$ cat config.mk
export PLATFORM = sky130hd
export DESIGN_NAME = id_hazard_scoreboard
export DESIGN_NICKNAME = d
export VERILOG_FILES = /design/src/rtl/id_hazard_scoreboard.sv
export SDC_FILE = /design/constraint.sdc
export NUM_CORES = 1
export LEC_CHECK = 0
export BUFFER_PORTS_ARGS = -buffer_cell sky130_fd_sc_hd__buf_2
export CAP_MARGIN = 5
export CORE_ASPECT_RATIO = 2
export CORE_UTILIZATION = 56
export CTS_BUF_LIST = sky130_fd_sc_hd__clkbuf_4 sky130_fd_sc_hd__clkbuf_8
export DETAILED_ROUTE_END_ITERATION = 16
export HOLD_SLACK_MARGIN = 0.03
export PLACE_DENSITY_LB_ADDON = 0.1
export SYNTH_ARGS = -nofsm -noshare
export SYNTH_HDL_FRONTEND = slang
export SYNTH_SLANG_ARGS = --single-unit
$ cat constraint.sdc
create_clock -name clk -period 6.4 [get_ports clk]
set_input_delay 0.32 -clock clk [delete_from_list [all_inputs] [get_ports clk]]
set_output_delay 0.32 -clock clk [all_outputs]
set_load 0.02 [all_outputs]
$ cat src/rtl/id_hazard_scoreboard.sv
// rtl/id_hazard_scoreboard.sv - ID-stage hazard scoreboard, operand forwarding selects and load-use stall
module id_hazard_scoreboard #(
    parameter int REG_ADDR_WIDTH = 5,
    parameter int CNT_WIDTH      = 32
) (
    input  logic                      clk,
    input  logic                      rst,
    input  logic                      id_valid,
    input  logic [REG_ADDR_WIDTH-1:0] id_reg1_raddr,
    input  logic [REG_ADDR_WIDTH-1:0] id_reg2_raddr,
    input  logic                      id_rs1_used,
    input  logic                      id_rs2_used,
    input  logic [REG_ADDR_WIDTH-1:0] id_reg_waddr,
    input  logic                      id_reg_we,
    input  logic                      id_is_load,
    input  logic                      ex_redirect,
    input  logic                      mem_busy,
    output logic [1:0]                fwd1_sel,
    output logic [1:0]                fwd2_sel,
    output logic                      load_use_stall,
    output logic                      idex_bubble,
    output logic [CNT_WIDTH-1:0]      stall_cnt
);

    localparam logic [1:0] SEL_RF  = 2'd0;
    localparam logic [1:0] SEL_EX  = 2'd1;
    localparam logic [1:0] SEL_MEM = 2'd2;
    localparam logic [REG_ADDR_WIDTH-1:0] ZERO_ADDR = '0;
    localparam logic [CNT_WIDTH-1:0]      CNT_ONE   = {{(CNT_WIDTH-1){1'b0}}, 1'b1};

    // Scoreboard slot for the instruction currently in EX
    logic                      r_ex_valid;
    logic [REG_ADDR_WIDTH-1:0] r_ex_waddr;
    logic                      r_ex_we;
    logic                      r_ex_is_load;

    // Scoreboard slot for the instruction currently in MEM
    logic                      r_mem_valid;
    logic [REG_ADDR_WIDTH-1:0] r_mem_waddr;
    logic                      r_mem_we;

    logic [CNT_WIDTH-1:0]      r_stall_cnt;

    logic w_ex_writes;
    logic w_mem_writes;
    logic w_ex_hit1;
    logic w_ex_hit2;
    logic w_mem_hit1;
    logic w_mem_hit2;
    logic w_stall;
    logic w_bubble;

    // Hit detection: a slot only matters if it will really write a non-x0 register
    always_comb begin
        w_ex_writes  = r_ex_valid  & r_ex_we  & (r_ex_waddr  != ZERO_ADDR);
        w_mem_writes = r_mem_valid & r_mem_we & (r_mem_waddr != ZERO_ADDR);
        w_ex_hit1    = w_ex_writes  & id_rs1_used & (r_ex_waddr  == id_reg1_raddr);
        w_ex_hit2    = w_ex_writes  & id_rs2_used & (r_ex_waddr  == id_reg2_raddr);
        w_mem_hit1   = w_mem_writes & id_rs1_used & (r_mem_waddr == id_reg1_raddr);
        w_mem_hit2   = w_mem_writes & id_rs2_used & (r_mem_waddr == id_reg2_raddr);
    end

    // Forwarding selects; EX wins over MEM, but a load in EX has no result yet
    always_comb begin
        fwd1_sel = SEL_RF;
        fwd2_sel = SEL_RF;
        if (id_valid) begin
            if (w_ex_hit1 && !r_ex_is_load) begin
                fwd1_sel = SEL_EX;
            end else if (w_mem_hit1) begin
                fwd1_sel = SEL_MEM;
            end
            if (w_ex_hit2 && !r_ex_is_load) begin
                fwd2_sel = SEL_EX;
            end else if (w_mem_hit2) begin
                fwd2_sel = SEL_MEM;
            end
        end
    end

    // Load-use stall and bubble insertion; a redirected (killed) instruction never stalls
    always_comb begin
        w_stall  = id_valid & ~ex_redirect & r_ex_is_load & (w_ex_hit1 | w_ex_hit2);
        w_bubble = w_stall | ex_redirect | ~id_valid;
    end

    assign load_use_stall = w_stall;
    assign idex_bubble    = w_bubble;
    assign stall_cnt      = r_stall_cnt;

    // Slot advance: freeze on mem_busy, otherwise shift EX to MEM and load ID (or a bubble) into EX
    always_ff @(posedge clk) begin
        if (rst) begin
            r_ex_valid   <= 1'b0;
            r_ex_waddr   <= '0;
            r_ex_we      <= 1'b0;
            r_ex_is_load <= 1'b0;
            r_mem_valid  <= 1'b0;
            r_mem_waddr  <= '0;
            r_mem_we     <= 1'b0;
        end else if (!mem_busy) begin
            r_mem_valid <= r_ex_valid;
            r_mem_waddr <= r_ex_waddr;
            r_mem_we    <= r_ex_we;
            if (w_bubble) begin
                r_ex_valid   <= 1'b0;
                r_ex_waddr   <= '0;
                r_ex_we      <= 1'b0;
                r_ex_is_load <= 1'b0;
            end else begin
                r_ex_valid   <= 1'b1;
                r_ex_waddr   <= id_reg_waddr;
                r_ex_we      <= id_reg_we;
                r_ex_is_load <= id_is_load;
            end
        end
    end

    // Stall cycle counter: one increment per cycle at most, wraps naturally
    always_ff @(posedge clk) begin
        if (rst) begin
            r_stall_cnt <= '0;
        end else if (mem_busy || w_stall) begin
            r_stall_cnt <= r_stall_cnt + CNT_ONE;
        end
    end

endmodule

# [After elaboration in Yosys (flattened, before gate mapping)]
# Cells that the tools add are included.
[classes] n_mux=10 n_addsub=1 reduce_logical=6 bitwise=20 eq_ne=4
[op_table] op="adder 32 x 1 -> 32 bit, second input constant" count=1
[op_table] op="equality test 5 bit" count=4
[op_table] op="AND 1 bit" count=15
[op_table] op="2-to-1 mux 2 bit" count=6
[op_table] op="nonzero test 5 bit" count=2
[op_table] op="2-to-1 mux 5 bit" count=1
[op_table] op="2-to-1 mux 1 bit" count=3
[op_table] op="OR 1 bit" count=3
[op_table] op="logical AND 1 bit" count=2
[op_table] op="NOT 1 bit" count=2
[op_table] op="zero test 1 bit" count=1
[op_table] op="logical OR 1 bit" count=1
[word_totals] inputBits=24 ff_bits=47

# [Logic depth before layout (Yosys ltp)]
[logic_depth] depth_word=9 depth_mapped=9 depth_no_buf=6

# [Worst setup path before layout]
# No wires, ideal clock.
[synth_timing] path_type="flip-flop to flip-flop" start="register r_stall_cnt[3], in the netlist stall_cnt[3]" end="register r_stall_cnt[21], in the netlist stall_cnt[21]" stages_incl_launch_ff=9 required_time_ps=6277 synth_period_minus_slack_ps=2216 path_slack_ps=4184 setup_time_ps=123 t_arrival_ps=2092 path_cell_list="dfxtp_1 and4_1 and4_1 buf_4 and3_1 buf_4 or3b_1 o31ai_2 mux2_1"
[synth_via] elab_chain_cells=1
[synth_rtl] element="from (decl)" line="42" text="logic [CNT_WIDTH-1:0] r_stall_cnt;"
[synth_rtl] element="from (signal assigned)" line="124" text="r_stall_cnt <= r_stall_cnt + CNT_ONE;"
[synth_rtl] element="adder 32 x 1 -> 32 bit" line="124"
# Every way passes these cells.
# A chain may end at the register's enable or synchronous reset.

# [Worst setup path after layout]
[layout_timing] start="register r_ex_waddr[4]" end="output idex_bubble"
[layout_via] elab_chain_cells=8 elab_cells_between_ends=12
[layout_rtl] element="from (decl)" line="33" text="logic [REG_ADDR_WIDTH-1:0] r_ex_waddr;"
[layout_rtl] element="from (signal assigned)" line="112" text="r_ex_waddr <= id_reg_waddr;"
[layout_rtl] element="nonzero test 5 bit" line="55" text="w_ex_writes = r_ex_valid & r_ex_we & (r_ex_waddr != ZERO_ADDR);"
[layout_rtl] element="AND 1 bit" line="55"
[layout_rtl] element="AND 1 bit (on tied branches) (2 in a row)" line="57, 58"
[layout_rtl] element="OR 1 bit *" line="83" text="w_stall = id_valid & ~ex_redirect & r_ex_is_load & (w_ex_hit1 | w_ex_hit2);"
[layout_rtl] element="AND 1 bit *" line="83"
[layout_rtl] element="OR 1 bit * (2 in a row)" line="84" text="w_bubble = w_stall | ex_redirect | ~id_valid;"
[layout_rtl] element="to (decl)" line="21" text="output logic idex_bubble,"
# Every way passes the cells marked *; elsewhere a longest branch is shown, timed or not.

==> results.txt <==
Post-DP Area -> 3120 sq um
NumNets Final -> 415
antenna violations before repair -> 0
Mapped Avg Cell Area -> 8.27 sq um
register share of total power -> 51.8%
grt met3 use -> 5.31%
Area Growth Syn to Fin -> 13.9%
Post-synth EDFFs -> 0
Layout Cells excl Fill -> 448
Lkg Pwr -> 0.00147 uW
PwrDens -> 178 nW/um^2
layout cells sized above 1 -> 19.2%
IO buf count -> 61
Ports -> 62
Mapped Cells -> 344
RSZ-0062 raised after global routing -> no
Vias per Instance -> 5.99
Initial Util -> 58.5%
FF+latch count, synth -> 47
Clock Tree Root -> clkbuf_8
CTS tree -> built
reg2reg start -> stall_cnt[3]
status -> complete, no violations
Logic pwr share -> 7.8%
Core Rows -> 36
largest net degree at the start of global routing -> 72
hold path endpoint -> r_ex_waddr[2]
final instance area -> 3240 sq um
worst-margin pin slew -> 0.691 ns
critical path required time -> 6.08 ns
DP Wirelength -> 4920 um
Clock transition at path regs -> 0.09 ns
WHS Path Cells -> 2
Clock Latency Late Sink -> 0.31 ns
Die Span X -> 52.4 um
R2R depth -> 6
Clk pwr share -> 40.4%
final setup TNS -> 0 ns
Sw Pwr -> 138 uW
HP Class -> input pin to register
minimum clock period -> 2.60 ns
final slew viol count -> 0
Async S/R FF share, synth -> 0%
gpl congestion -> 0.793
Ys Warns -> 0
GR peak layer -> met2
Min-Delay Startpoint -> id_reg_waddr[2]
drt total wl -> 6780 um
Routed Antenna Nets -> 0
gr ovfl total -> 0
Placed Cells -> 440
max-cap violations -> 0
Pint -> 439 uW
maximum clock path buffer count -> 2
reg-to-reg slack, setup -> 3.87 ns
Critical Path AT -> 2.28 ns
Cell Area, Synth -> 2850 sq um
clock sinks -> 47
Finish-stage setup viols -> 0
vias in the first global route -> 2465
syn nets -> 369
vias post-DR -> 2682
sequential area share after synthesis -> 33.1%
Worst Setup Path Type -> register to primary output
first-pass GRT wire length -> 11100 um
CP startpoint -> r_ex_waddr[4]
H-tree depth -> 2
setup bufs post-CTS -> 0
VDD IR max -> 0.285 mV
crit-path max FO -> 17
Max Freq -> 384 MHz
# DRC -> 0
DIE HEIGHT -> 103 um
CTS Buf Count -> 5
grt met1 use -> 29.0%
reg2reg end -> stall_cnt[21]
final core utilization -> 66.6%
cts hold-fix bufs -> 0
WHS -> 0.223 ns
GR Util met2 -> 49.5%
Worst Setup Start Kind -> register
cells resized by post-CTS repair -> 0
fin crit share -> 40.7%
die area -> 5390 sq um
core footprint -> 4860 sq um
Routed wire per std cell -> 15.1 um
sw frac -> 23.9%
Fin. Hold Viols -> 0
First-pass DRT Iterations -> 4
n_diodes -> 0
Worst Setup End Kind -> primary output
1st-iter DRT viols -> 67
fillcell total -> 454
GRT Overall Usage -> 27.3%
main flop type after synthesis -> dfxtp_1
Cell variety after synth -> 40
Slew Limit Headroom -> 53.9%
Fin Clk Skew -> 0.0102 ns
## cell type report
| class | instances | area [sq um] | share of cell area, % |
|---|---|---|---|
| inverter | 4 | 15.0 | 0.463 |
| clock inverter | 2 | 35.0 | 1.08 |
| clock buffer | 6 | 82.6 | 2.55 |
| multi-input combinational | 269 | 1780 | 54.8 |
| timing repair buffer | 63 | 320 | 9.88 |
| sequential | 47 | 941 | 29.0 |
| tap | 57 | 71.3 | 2.20 |
## layout by cell type, fill, tap and decap left out, types with 3 or more instances in the layout
cell      instances
and4_1            4
a211oi_1          3
clkbuf_8          6
mux2i_1           7
mux2_1           27
nor4_1            5
and3_1           13
nand4_1          15
xnor2_1           4
nand3_1          30
o32ai_1           8
xor2_1           16
nor2b_1          28
a21o_1            3
o22ai_1           3
nor2_1           39
nand2_1          21
a21oi_1           9
inv_1             3
or4_1             3
o21ai_1           9
buf_2            61
dfxtp_1          47
a22o_1            7
## Yosys cell counts (all sizes together), types with 4 or more instances
library cell / n / area [sq um]
o21ai: 10 / 53.8
a22o: 7 / 61.3
nand3: 30 / 150
nand4: 15 / 93.8
nand2: 21 / 78.8
nor4: 5 / 31.3
nor2: 40 / 153
clkbuf: 12 / 45.0
xnor2: 4 / 35.0
a21oi: 9 / 45.0
nor2b: 28 / 175
mux2i: 7 / 70.1
and3: 13 / 81.3
mux2: 27 / 304
and4: 4 / 35.0
dfxtp: 47 / 941
xor2: 16 / 140
o32ai: 8 / 70.1
buf: 12 / 68.8
## state kept, by name (all words and copies together), names as in the netlist
name / cells
r_ex_is_load: 1
r_ex_valid: 1
r_mem_valid: 1
stall_cnt: 32
r_mem_waddr: 5
r_ex_we: 1
r_mem_we: 1
r_ex_waddr: 5
## critical path, cell delays in order, from the launching register on
cell	delay, ns
dfxtp_1	0.45
or4_1	0.17
o211ai_2	0.09
nor2_2	0.57
o21ai_2	0.38
nand2_1	0.15
buf_2	0.17
## power groups by stage
stage / sequential (uW) / clock [uW] / combinational (uW)
CTS: 299 / 237 / 45.2
global route: 300 / 249 / 49.7
floorplan: 306 / 0 / 28.3
finish: 299 / 233 / 44.8
detailed placement: 306 / 0 / 45.0
global placement: 306 / 0 / 43.8
## kinds of logic after synthesis
group	after synthesis	synth area share, %
AND/OR/NAND/NOR	164	30.0
adder cells (fa/ha/maj)	1	0.440
flip-flops	47	33.1
buffers and inverters	28	4.53
AO/OA/AOI/OAI	50	12.6
XOR/XNOR	20	6.16
multiplexers	34	13.1
## layer usage
layer	share of wire, %	up-vias
met5	0	-
met4	3.5	0
met3	4.1	18
met2	54	76
met1	38	1266
li1	-	1322
## stage by stage
step | worst slack (ns) | power [uW]
2_1_floorplan | 4.18 | 334
3_3_place_gp | 3.97 | 350
3_5_place_dp | 3.91 | 351
4_1_cts | 3.81 | 581
5_1_grt | 3.64 | 598
6_report | 3.80 | 577
## worst max path at each step
stage,end,slack (ns),cells past startpoint
detailed placement,stall_cnt[21],3.91,6
floorplan,stall_cnt[21],4.18,8
finish,idex_bubble,3.80,6
CTS,idex_bubble,3.81,6
global route,idex_bubble,3.64,6
global placement,stall_cnt[21],3.97,6
No activity file was read; power rests on OpenSTA's default activity.
